==> src/rtl/legv8_ctrl_seq_if.sv <==
// Instruction handshake between the issuing front end and the LEGv8 control sequencer.
interface legv8_ctrl_seq_if;
    logic [31:0] instr;
    logic        instr_valid;
    logic        instr_ready;

    modport master (output instr, output instr_valid, input instr_ready);
    modport slave  (input instr, input instr_valid, output instr_ready);
endinterface

==> src/rtl/legv8_ctrl_seq.sv <==
// LEGv8 control sequencer: decodes arithmetic/logic/move instructions into a registered datapath control word.
// Optional NZCV flag latch enabled by defining CTRL_FLAGS_EN.
module legv8_ctrl_seq (
    input  logic                    clock,
    input  logic                    reset,
    legv8_ctrl_seq_if.slave         bus,
    input  logic [3:0]              status,
    output logic [4:0]              DA,
    output logic [4:0]              SA,
    output logic [4:0]              SB,
    output logic                    W,
    output logic [63:0]             K,
    output logic                    BS,
    output logic [4:0]              FS,
    output logic [3:0]              flags,
    output logic                    illegal
);
    localparam logic [4:0] FS_AND = 5'b00000;
    localparam logic [4:0] FS_ORR = 5'b00100;
    localparam logic [4:0] FS_ADD = 5'b01000;
    localparam logic [4:0] FS_SUB = 5'b01011;
    localparam logic [4:0] FS_EOR = 5'b01100;

    typedef enum logic [1:0] {IDLE, EXEC, EXEC2A, EXEC2B} state_t;

    state_t      state, state_n;
    logic        ready_q, accept;
    logic [4:0]  rd, rn, rm;
    logic [63:0] imm_sh, movk_mask, k2, k2_n;
    logic        d_legal, d_movk, d_rtype;
    logic [4:0]  d_fs, d_sa;
    logic [63:0] d_k;
    logic [4:0]  da_n, sa_n, sb_n, fs_n;
    logic [63:0] k_n;
    logic        bs_n, w_n, ill_n;
`ifdef CTRL_FLAGS_EN
    logic        d_setf, setf_q, setf_n;
`endif

    assign rd        = bus.instr[4:0];
    assign rn        = bus.instr[9:5];
    assign rm        = bus.instr[20:16];
    assign imm_sh    = {48'b0, bus.instr[20:5]} << {bus.instr[22:21], 4'b0000};
    assign movk_mask = ~(64'hFFFF << {bus.instr[22:21], 4'b0000});
    assign accept    = bus.instr_valid && ready_q;
    assign bus.instr_ready = ready_q;

    always_comb begin
        d_legal = 1'b0;
        d_movk  = 1'b0;
        d_rtype = 1'b0;
        d_fs    = '0;
        d_sa    = rn;
        d_k     = '0;
`ifdef CTRL_FLAGS_EN
        d_setf  = 1'b0;
`endif
        case (bus.instr[31:21])
            11'b10001011000: begin d_legal = 1'b1; d_rtype = 1'b1; d_fs = FS_ADD; end
            11'b11001011000: begin d_legal = 1'b1; d_rtype = 1'b1; d_fs = FS_SUB; end
            11'b10001010000: begin d_legal = 1'b1; d_rtype = 1'b1; d_fs = FS_AND; end
            11'b10101010000: begin d_legal = 1'b1; d_rtype = 1'b1; d_fs = FS_ORR; end
            11'b11001010000: begin d_legal = 1'b1; d_rtype = 1'b1; d_fs = FS_EOR; end
`ifdef CTRL_FLAGS_EN
            11'b10101011000: begin d_legal = 1'b1; d_rtype = 1'b1; d_fs = FS_ADD; d_setf = 1'b1; end
            11'b11101011000: begin d_legal = 1'b1; d_rtype = 1'b1; d_fs = FS_SUB; d_setf = 1'b1; end
`endif
            default: ;
        endcase
        case (bus.instr[31:22])
            10'b1001000100: begin d_legal = 1'b1; d_fs = FS_ADD; d_k = {52'b0, bus.instr[21:10]}; end
            10'b1101000100: begin d_legal = 1'b1; d_fs = FS_SUB; d_k = {52'b0, bus.instr[21:10]}; end
            10'b1001001000: begin d_legal = 1'b1; d_fs = FS_AND; d_k = {52'b0, bus.instr[21:10]}; end
            10'b1011001000: begin d_legal = 1'b1; d_fs = FS_ORR; d_k = {52'b0, bus.instr[21:10]}; end
            10'b1101001000: begin d_legal = 1'b1; d_fs = FS_EOR; d_k = {52'b0, bus.instr[21:10]}; end
`ifdef CTRL_FLAGS_EN
            10'b1011000100: begin d_legal = 1'b1; d_fs = FS_ADD; d_k = {52'b0, bus.instr[21:10]}; d_setf = 1'b1; end
            10'b1111000100: begin d_legal = 1'b1; d_fs = FS_SUB; d_k = {52'b0, bus.instr[21:10]}; d_setf = 1'b1; end
`endif
            default: ;
        endcase
        case (bus.instr[31:23])
            9'b110100101: begin d_legal = 1'b1; d_sa = 5'd31; d_fs = FS_ORR; d_k = imm_sh; end
            9'b111100101: begin d_legal = 1'b1; d_movk = 1'b1; d_sa = rd; d_fs = FS_AND; d_k = movk_mask; end
            default: ;
        endcase
    end

    // MOVK step 2 reuses the registered DA/SA and the merge constant captured at accept.
    always_comb begin
        state_n = state;
        da_n    = DA;
        sa_n    = SA;
        sb_n    = SB;
        k_n     = K;
        bs_n    = BS;
        fs_n    = FS;
        w_n     = 1'b0;
        ill_n   = illegal;
        k2_n    = k2;
`ifdef CTRL_FLAGS_EN
        setf_n  = 1'b0;
`endif
        if (state == EXEC2A) begin
            state_n = EXEC2B;
            k_n     = k2;
            fs_n    = FS_ORR;
            w_n     = (DA != 5'd31);
        end else if (accept) begin
            if (!d_legal) begin
                ill_n   = 1'b1;
                state_n = IDLE;
            end else begin
                da_n    = rd;
                sa_n    = d_sa;
                fs_n    = d_fs;
                w_n     = (rd != 5'd31);
                k2_n    = imm_sh;
                state_n = d_movk ? EXEC2A : EXEC;
                if (d_rtype) begin
                    sb_n = rm;
                    bs_n = 1'b0;
                end else begin
                    k_n  = d_k;
                    bs_n = 1'b1;
                end
`ifdef CTRL_FLAGS_EN
                setf_n = d_setf;
`endif
            end
        end else begin
            state_n = IDLE;
        end
    end

    always_ff @(posedge clock or negedge reset) begin
        if (!reset) state <= IDLE;
        else        state <= state_n;
    end

    always_ff @(posedge clock or negedge reset) begin
        if (!reset) begin
            ready_q <= 1'b1;
            DA      <= '0;
            SA      <= '0;
            SB      <= '0;
            K       <= '0;
            BS      <= 1'b0;
            FS      <= '0;
            W       <= 1'b0;
            illegal <= 1'b0;
            k2      <= '0;
        end else begin
            ready_q <= (state_n != EXEC2A);
            DA      <= da_n;
            SA      <= sa_n;
            SB      <= sb_n;
            K       <= k_n;
            BS      <= bs_n;
            FS      <= fs_n;
            W       <= w_n;
            illegal <= ill_n;
            k2      <= k2_n;
        end
    end

`ifdef CTRL_FLAGS_EN
    always_ff @(posedge clock or negedge reset) begin
        if (!reset) begin
            setf_q <= 1'b0;
            flags  <= '0;
        end else begin
            setf_q <= setf_n;
            if (setf_q) flags <= status;
        end
    end
`else
    logic unused_status;
    assign unused_status = ^status;
    assign flags = '0;
`endif
endmodule
==> src/flat_wrapper.sv <==
// flat-port wrapper written by rule: the top's interface ports become plain ports
module legv8_ctrl_seq_flat 
  (clock, reset, status, DA, SA, SB, W, K, BS, FS, flags, illegal, bus_instr, bus_instr_valid, bus_instr_ready);
  legv8_ctrl_seq_if bus_i ();
  input  logic clock;
  input  logic reset;
  input  logic [3:0] status;
  output logic [4:0] DA;
  output logic [4:0] SA;
  output logic [4:0] SB;
  output logic W;
  output logic [63:0] K;
  output logic BS;
  output logic [4:0] FS;
  output logic [3:0] flags;
  output logic illegal;
  input wire logic [$bits(bus_i.instr)-1:0] bus_instr;
  input wire logic [$bits(bus_i.instr_valid)-1:0] bus_instr_valid;
  output wire logic [$bits(bus_i.instr_ready)-1:0] bus_instr_ready;
  assign bus_i.instr = bus_instr;
  assign bus_i.instr_valid = bus_instr_valid;
  assign bus_instr_ready = bus_i.instr_ready;
  legv8_ctrl_seq u_core (.clock(clock), .reset(reset), .bus(bus_i), .status(status), .DA(DA), .SA(SA), .SB(SB), .W(W), .K(K), .BS(BS), .FS(FS), .flags(flags), .illegal(illegal));
endmodule
==> config.mk <==
export PLATFORM = sky130hd
export DESIGN_NAME = legv8_ctrl_seq_flat
export DESIGN_NICKNAME = d
export VERILOG_FILES = /design/src/rtl/legv8_ctrl_seq_if.sv /design/src/rtl/legv8_ctrl_seq.sv /design/src/flat_wrapper.sv
export SDC_FILE = /design/constraint.sdc
export NUM_CORES = 1
export LEC_CHECK = 0
export CAP_MARGIN = 10
export CORE_ASPECT_RATIO = 0.75
export CORE_MARGIN = 4
export CORE_UTILIZATION = 40
export CTS_CLUSTER_DIAMETER = 30
export DETAILED_ROUTE_END_ITERATION = 10
export GPL_TIMING_DRIVEN = 0
export PLACE_DENSITY = 0.73
export SLEW_MARGIN = 0
export SYNTH_ARGS = -nofsm -noshare
export SYNTH_HDL_FRONTEND = slang
export SYNTH_SLANG_ARGS = --single-unit
==> constraint.sdc <==
create_clock -name clock -period 2.5 [get_ports clock]
set_clock_uncertainty 0.2 [all_clocks]
set_input_delay 0.75 -clock clock [delete_from_list [all_inputs] [get_ports clock]]
set_output_delay 0.75 -clock clock [all_outputs]
set_load 0.02 [all_outputs]
Yosys cells after proc, flatten, opt, wreduce, memory -nomap -nowiden

Cells that the tools add are included.

Bits of input ports: 39
Output and inout bits: 92
RAM bits: 0
Bits in latches: 0
Bits in registers: 154
Word-level logic and storage cells: 69
Memories: 0
Bits in read-only memories: 0

$add $sub $neg: 0
Multipliers: 0
Mux-type cells: 25
$lt $le $gt $ge: 0
Divide/modulo/power cells: 0
Equality and inequality tests: 17
Reductions and logical operators: 11
Shifts and indexed selects: 2
Bitwise logic cells: 3

Operator list:

| operator                                                             | count |
|---|---|
| 64-bit two-way mux                                                   | 4 |
| 64-bit one-hot mux with 2 select lines                               | 1 |
| 64-bit NOT                                                           | 1 |
| 16-bit by 6-bit << shifter with 64-bit output                        | 1 |
| 16-bit by 6-bit << shifter with 64-bit output (first input constant) | 1 |
| 11-bit equality test (second input constant)                         | 5 |
| 10-bit equality test (second input constant)                         | 5 |
| 4-bit one-hot mux with 5 select lines                                | 1 |
| 9-bit equality test (second input constant)                          | 2 |
| 4-bit one-hot mux with 4 select lines                                | 1 |
| 5-bit two-way mux                                                    | 3 |
| 12-bit two-way mux                                                   | 1 |
| 5-bit != test (second input constant)                                | 2 |
| 5-bit one-hot mux with 2 select lines                                | 1 |
| 5-bit OR reduction                                                   | 2 |
| 3-bit AND reduction                                                  | 3 |
| 1-bit two-way mux                                                    | 8 |
| 2-bit two-way mux                                                    | 4 |
| 4-bit one-hot mux with 2 select lines                                | 1 |
| 2-bit != test (second input constant)                                | 2 |
| 4-bit AND reduction                                                  | 1 |
| 2-bit nonzero test                                                   | 2 |
| 2-bit equality test (second input constant)                          | 1 |
| 1-bit NOT                                                            | 2 |
| other kinds (3)                                                      | 3 |

Longest topological paths before layout

Word-level depth: 9
Depth in mapped cells: 8
Depth with buffers taken out: 5

Worst setup path after synthesis

Ideal clock, no wire load.

Kind: input port to flip-flop
Start: input bus_instr[24]
End: register u_core.DA[0]
Setup time: 0.125 ns
Required time: 2.175 ns
Path buffers: 3
Arrival: 2.469 ns
Cell stages on the path: 7
Setup slack: -0.294 ns
Cell sequence: or3b_1 buf_6 or3_4 a31oi_2 buf_4 buf_4 mux2_2

Cells in the longest elaborated chain, start to end: 6
Elaborated cells between the ends (all ways): 19
Classes of those cells: 12 x eq/ne; 3 x mux; 4 x reduce/logical

RTL lines:

| element                           | line                  | RTL |
|---|---|---|
| start: declaration                | flat_wrapper.sv:17    | `input wire logic [$bits(bus_i.instr)-1:0] bus_instr;` |
| 11-bit equality test              | legv8_ctrl_seq.sv:58  | `case (bus.instr[31:21])` |
| 5-bit OR reduction (no line)      | --                    |  |
| 1-bit two-way mux                 | legv8_ctrl_seq.sv:58  |  |
| 1-bit two-way mux                 | legv8_ctrl_seq.sv:70  | `case (bus.instr[31:22])` |
| 1-bit two-way mux (*)             | legv8_ctrl_seq.sv:82  | `case (bus.instr[31:23])` |
| 3-bit AND reduction (no line) (*) | --                    |  |
| end signal: assignment            | legv8_ctrl_seq.sv:155 | `DA <= da_n;` |
| end: declaration                  | legv8_ctrl_seq.sv:8   | `output logic [4:0] DA,` |

Every way passes the cells marked *; elsewhere a longest branch is shown, timed or not.
A chain may end at the register's enable or synchronous reset.

Final worst setup path

Start: input bus_instr[24]
End: register u_core.K[52]

Cells in the longest elaborated chain, start to end: 7
Elaborated cells between the ends (all ways): 26
Classes of those cells: 13 x eq/ne; 8 x mux; 5 x reduce/logical

RTL lines:

| element                       | line                  | RTL |
|---|---|---|
| 11-bit equality test          | legv8_ctrl_seq.sv:58  |  |
| 5-bit OR reduction (no line)  | --                    |  |
| 1-bit two-way mux             | legv8_ctrl_seq.sv:58  |  |
| 1-bit two-way mux             | legv8_ctrl_seq.sv:70  |  |
| 1-bit two-way mux             | legv8_ctrl_seq.sv:82  |  |
| 2-bit nonzero test (no line)  | --                    |  |
| 3-bit AND reduction (no line) | --                    |  |
| end signal: assignment        | legv8_ctrl_seq.sv:158 | `K <= k_n;` |
| end: declaration              | legv8_ctrl_seq.sv:12  | `output logic [63:0] K,` |

Several ways; a longest one is shown, not always the timed one. The select of a mux whose other input is x is not followed.

==> run metrics <==
Worst Setup End Kind=register; Worst Tran Pin Value=0.8064 ns; cell count after synthesis=721; DP Wirelength=15020 um; first-pass iteration count of the detailed router=7; Max FO, Critical Path=5; # rows=43; total of warnings raised by yosys=0; die footprint=21420 um^2; grt ovf=0; Die Span Y=127.8 um; FMAX=384.4 MHz; first-pass GRT wire length=35370 um; R2R depth=6; top-area cell type share of the netlist area=0.4939; Final Wtd Congestion=0.8304; asr flop ratio synth=1.000; TritonCTS clock tree=built; setup ws final=-0.1013 ns; design area=10610 um^2; number of synthesized flops with an enable pin=0; Synth Flop Type=dfrtp_1; root buf cell=clkbuf_16; Pwr per Cell Area=807.1 nW/um^2; relative slew slack=0.4624; nets=921; r2r startpoint=u_core.state[1]; pre-CTS setup slack=-1.453 ns; RR Endpoint=u_core.K[27]; area leader, netlist=dfrtp_1; Synth Register Bits=152; # IOs=131; DRC viols=0; vias per cell=5.668; antenna violations before repair=2; WP data arrival=2.78 ns; CTS max path bufs=2; GRT Total Usage=0.2095; Sink Count=152; clock slew seen by the registers of the worst setup and hold paths=0.06 ns; Slew Viols, Final=0; DIE WIDTH=167.7 um; H-Tree Depth=4; diodes inserted=0; CP startpoint kind=input port; Std-Cell Core Area=18620 um^2; total power=8.564 mW; Final ANT Viol Nets=0; Initial Util=0.4109; Wirelength per Cell=21.05 um; Fin Setup TNS=-0.6575 ns; placed cells=1078; Tcrit/Tclk final=1.041; M1 wire length=10470 um; failing checks=setup timing; placed standard-cell area=9089 um^2; share of layout cells above drive strength 1=0.2950; drt total wl=24040 um; r2r setup slk=0.17 ns; top layer in use=met5; Crit Path Category=in2reg; HP Class=in2async; Final Hold Vio Count=0; Setup Viol. Count Final=19; largest net degree at the start of global routing=92; status=complete, but fails checks; maximum vdd drop=0.5572 mV; initial DRC count=743; Syn Std Cell Area=7650 um^2; worst endpoint required time=2.68 ns; most frequent cells in the layout=151 x dfrtp_1, 91 x clkdlybuf4s50_1, 71 x nand2_1; total number of vias=6473; Synth area leaders=dfrtp_1 49%, mux2_2 14%, mux2i_1 6.4%; post-synthesis cell type count=48; final std cells w/o fill=1142; Routed met2 length=10990 um; Layout area overhead=38.70%; most common cell after layout, fill and taps aside=dfrtp_1; worst skew pair latency=0.44 ns; TritonCTS Buffers=17; unrepaired setup endpoints after global routing=true; met3 WL post-DR=2030 um; min cycle time layout=2.601 ns; I/O Buffers=105; Post-Syn Area per Cell=10.61 um^2; vias in the first global route=6351; Static Leak=4.639 nW; Max Cap Violations=0; Seq/Total Area, Yosys=0.4974
[power breakdown]
group,switching [mW],leakage [nW],internal (mW)
combinational,1.21,2.50,1.21
sequential,0.273,1.83,3.01
clock,1.09,0.305,1.78
[registers in the layout, summed over array words and instances, names as in the netlist]
register,cells
u_core.K,64
u_core.bus.instr_ready,1
u_core.SA,5
u_core.DA,5
u_core.state,2
u_core.FS,3
u_core.k2,64
u_core.SB,5
u_core.W,1
u_core.BS,1
u_core.illegal,1
[final cells by class]
cell class                      instances  area (um^2)
Multi-Input combinational cell        445         3628
Clock buffer                           18        429.2
Fill cell                            1553         8005
Clock inverter                         14        222.7
Sequential cell                       152         3805
Inverter                               55        206.4
Buffer                                 73        590.6
Timing Repair Buffer                  138         1419
Tap cell                              247        309.0
[timing repair]
action,CTS,global route
setup endpoints to repair,151,138
setup buffers,23,3
gates resized for setup,92,108
hold buffers,0,0
gates cloned,2,4
pin swaps,12,25
[worst max path at each step]
stage | startpoint | slack, ns | end | cells after the start
final | bus_instr[24] | -0.10 | u_core.K[52] | 11
after global routing | bus_instr[24] | -0.14 | u_core.K[52] | 11
after CTS | bus_instr[22] | 0.005 | u_core.K[34] | 8
after detailed placement | bus_instr[23] | -1.45 | u_core.K[51] | 7
after global placement | reset | -5.86 | u_core.K[46] | 1
after floorplan | bus_instr[27] | -0.27 | u_core.DA[4] | 6
[synthesized netlist by cell type, types with 2 or more instances]
cell / instances
dfrtp_1: 151
mux2_2: 92
nand2_1: 72
inv_1: 55
a21oi_1: 54
mux2i_1: 49
o22ai_1: 48
clkbuf_1: 47
and3_1: 17
buf_4: 14
a221o_1: 12
nor2_1: 12
o21ai_0: 12
o21ai_1: 9
a31oi_1: 7
buf_1: 6
nand3_1: 6
nor2b_1: 6
nor3_1: 5
nand3b_1: 4
a22o_1: 3
buf_2: 3
mux2_1: 3
a22oi_1: 2
buf_6: 2
nand2b_1: 2
nand4_1: 2
nor4_4: 2
nor4b_4: 2
nor4bb_1: 2
or2_2: 2
or3_1: 2
[logic make-up after synthesis]
group / synth area share
other: 0.0004902
flip-flops: 0.4974
AO/OA/AOI/OAI: 0.1228
AND/OR/NAND/NOR: 0.1017
multiplexers: 0.2040
buffers and inverters: 0.07360
[layer usage]
| layer | GRT usage | vias to the layer above |
|---|---|---|
| li1 | - | 2848 |
| met1 | 0.2862 | 3258 |
| met2 | 0.3103 | 309 |
| met3 | 0.07552 | 56 |
| met4 | 0.07204 | 2 |
| met5 | 0 | - |
[stage by stage]
step	hold WS [ns]	util
final	0.1008	0.5700
after global routing	0.1430	0.5700
after CTS	0.1113	0.5485
after detailed placement	0.2784	0.4882
after global placement	0.2703	0.4867
after floorplan	0.2544	-
[critical path: stages]
cell and delay, ns:
buf_8 0.11, or3b_4 0.41, buf_12 0.15, buf_12 0.12, buf_6 0.12, nor4_4 0.33
buf_6 0.18, buf_6 0.11, a21oi_1 0.07, o21ai_1 0.24, mux2_2 0.19
(Power assumes the default switching activity.)
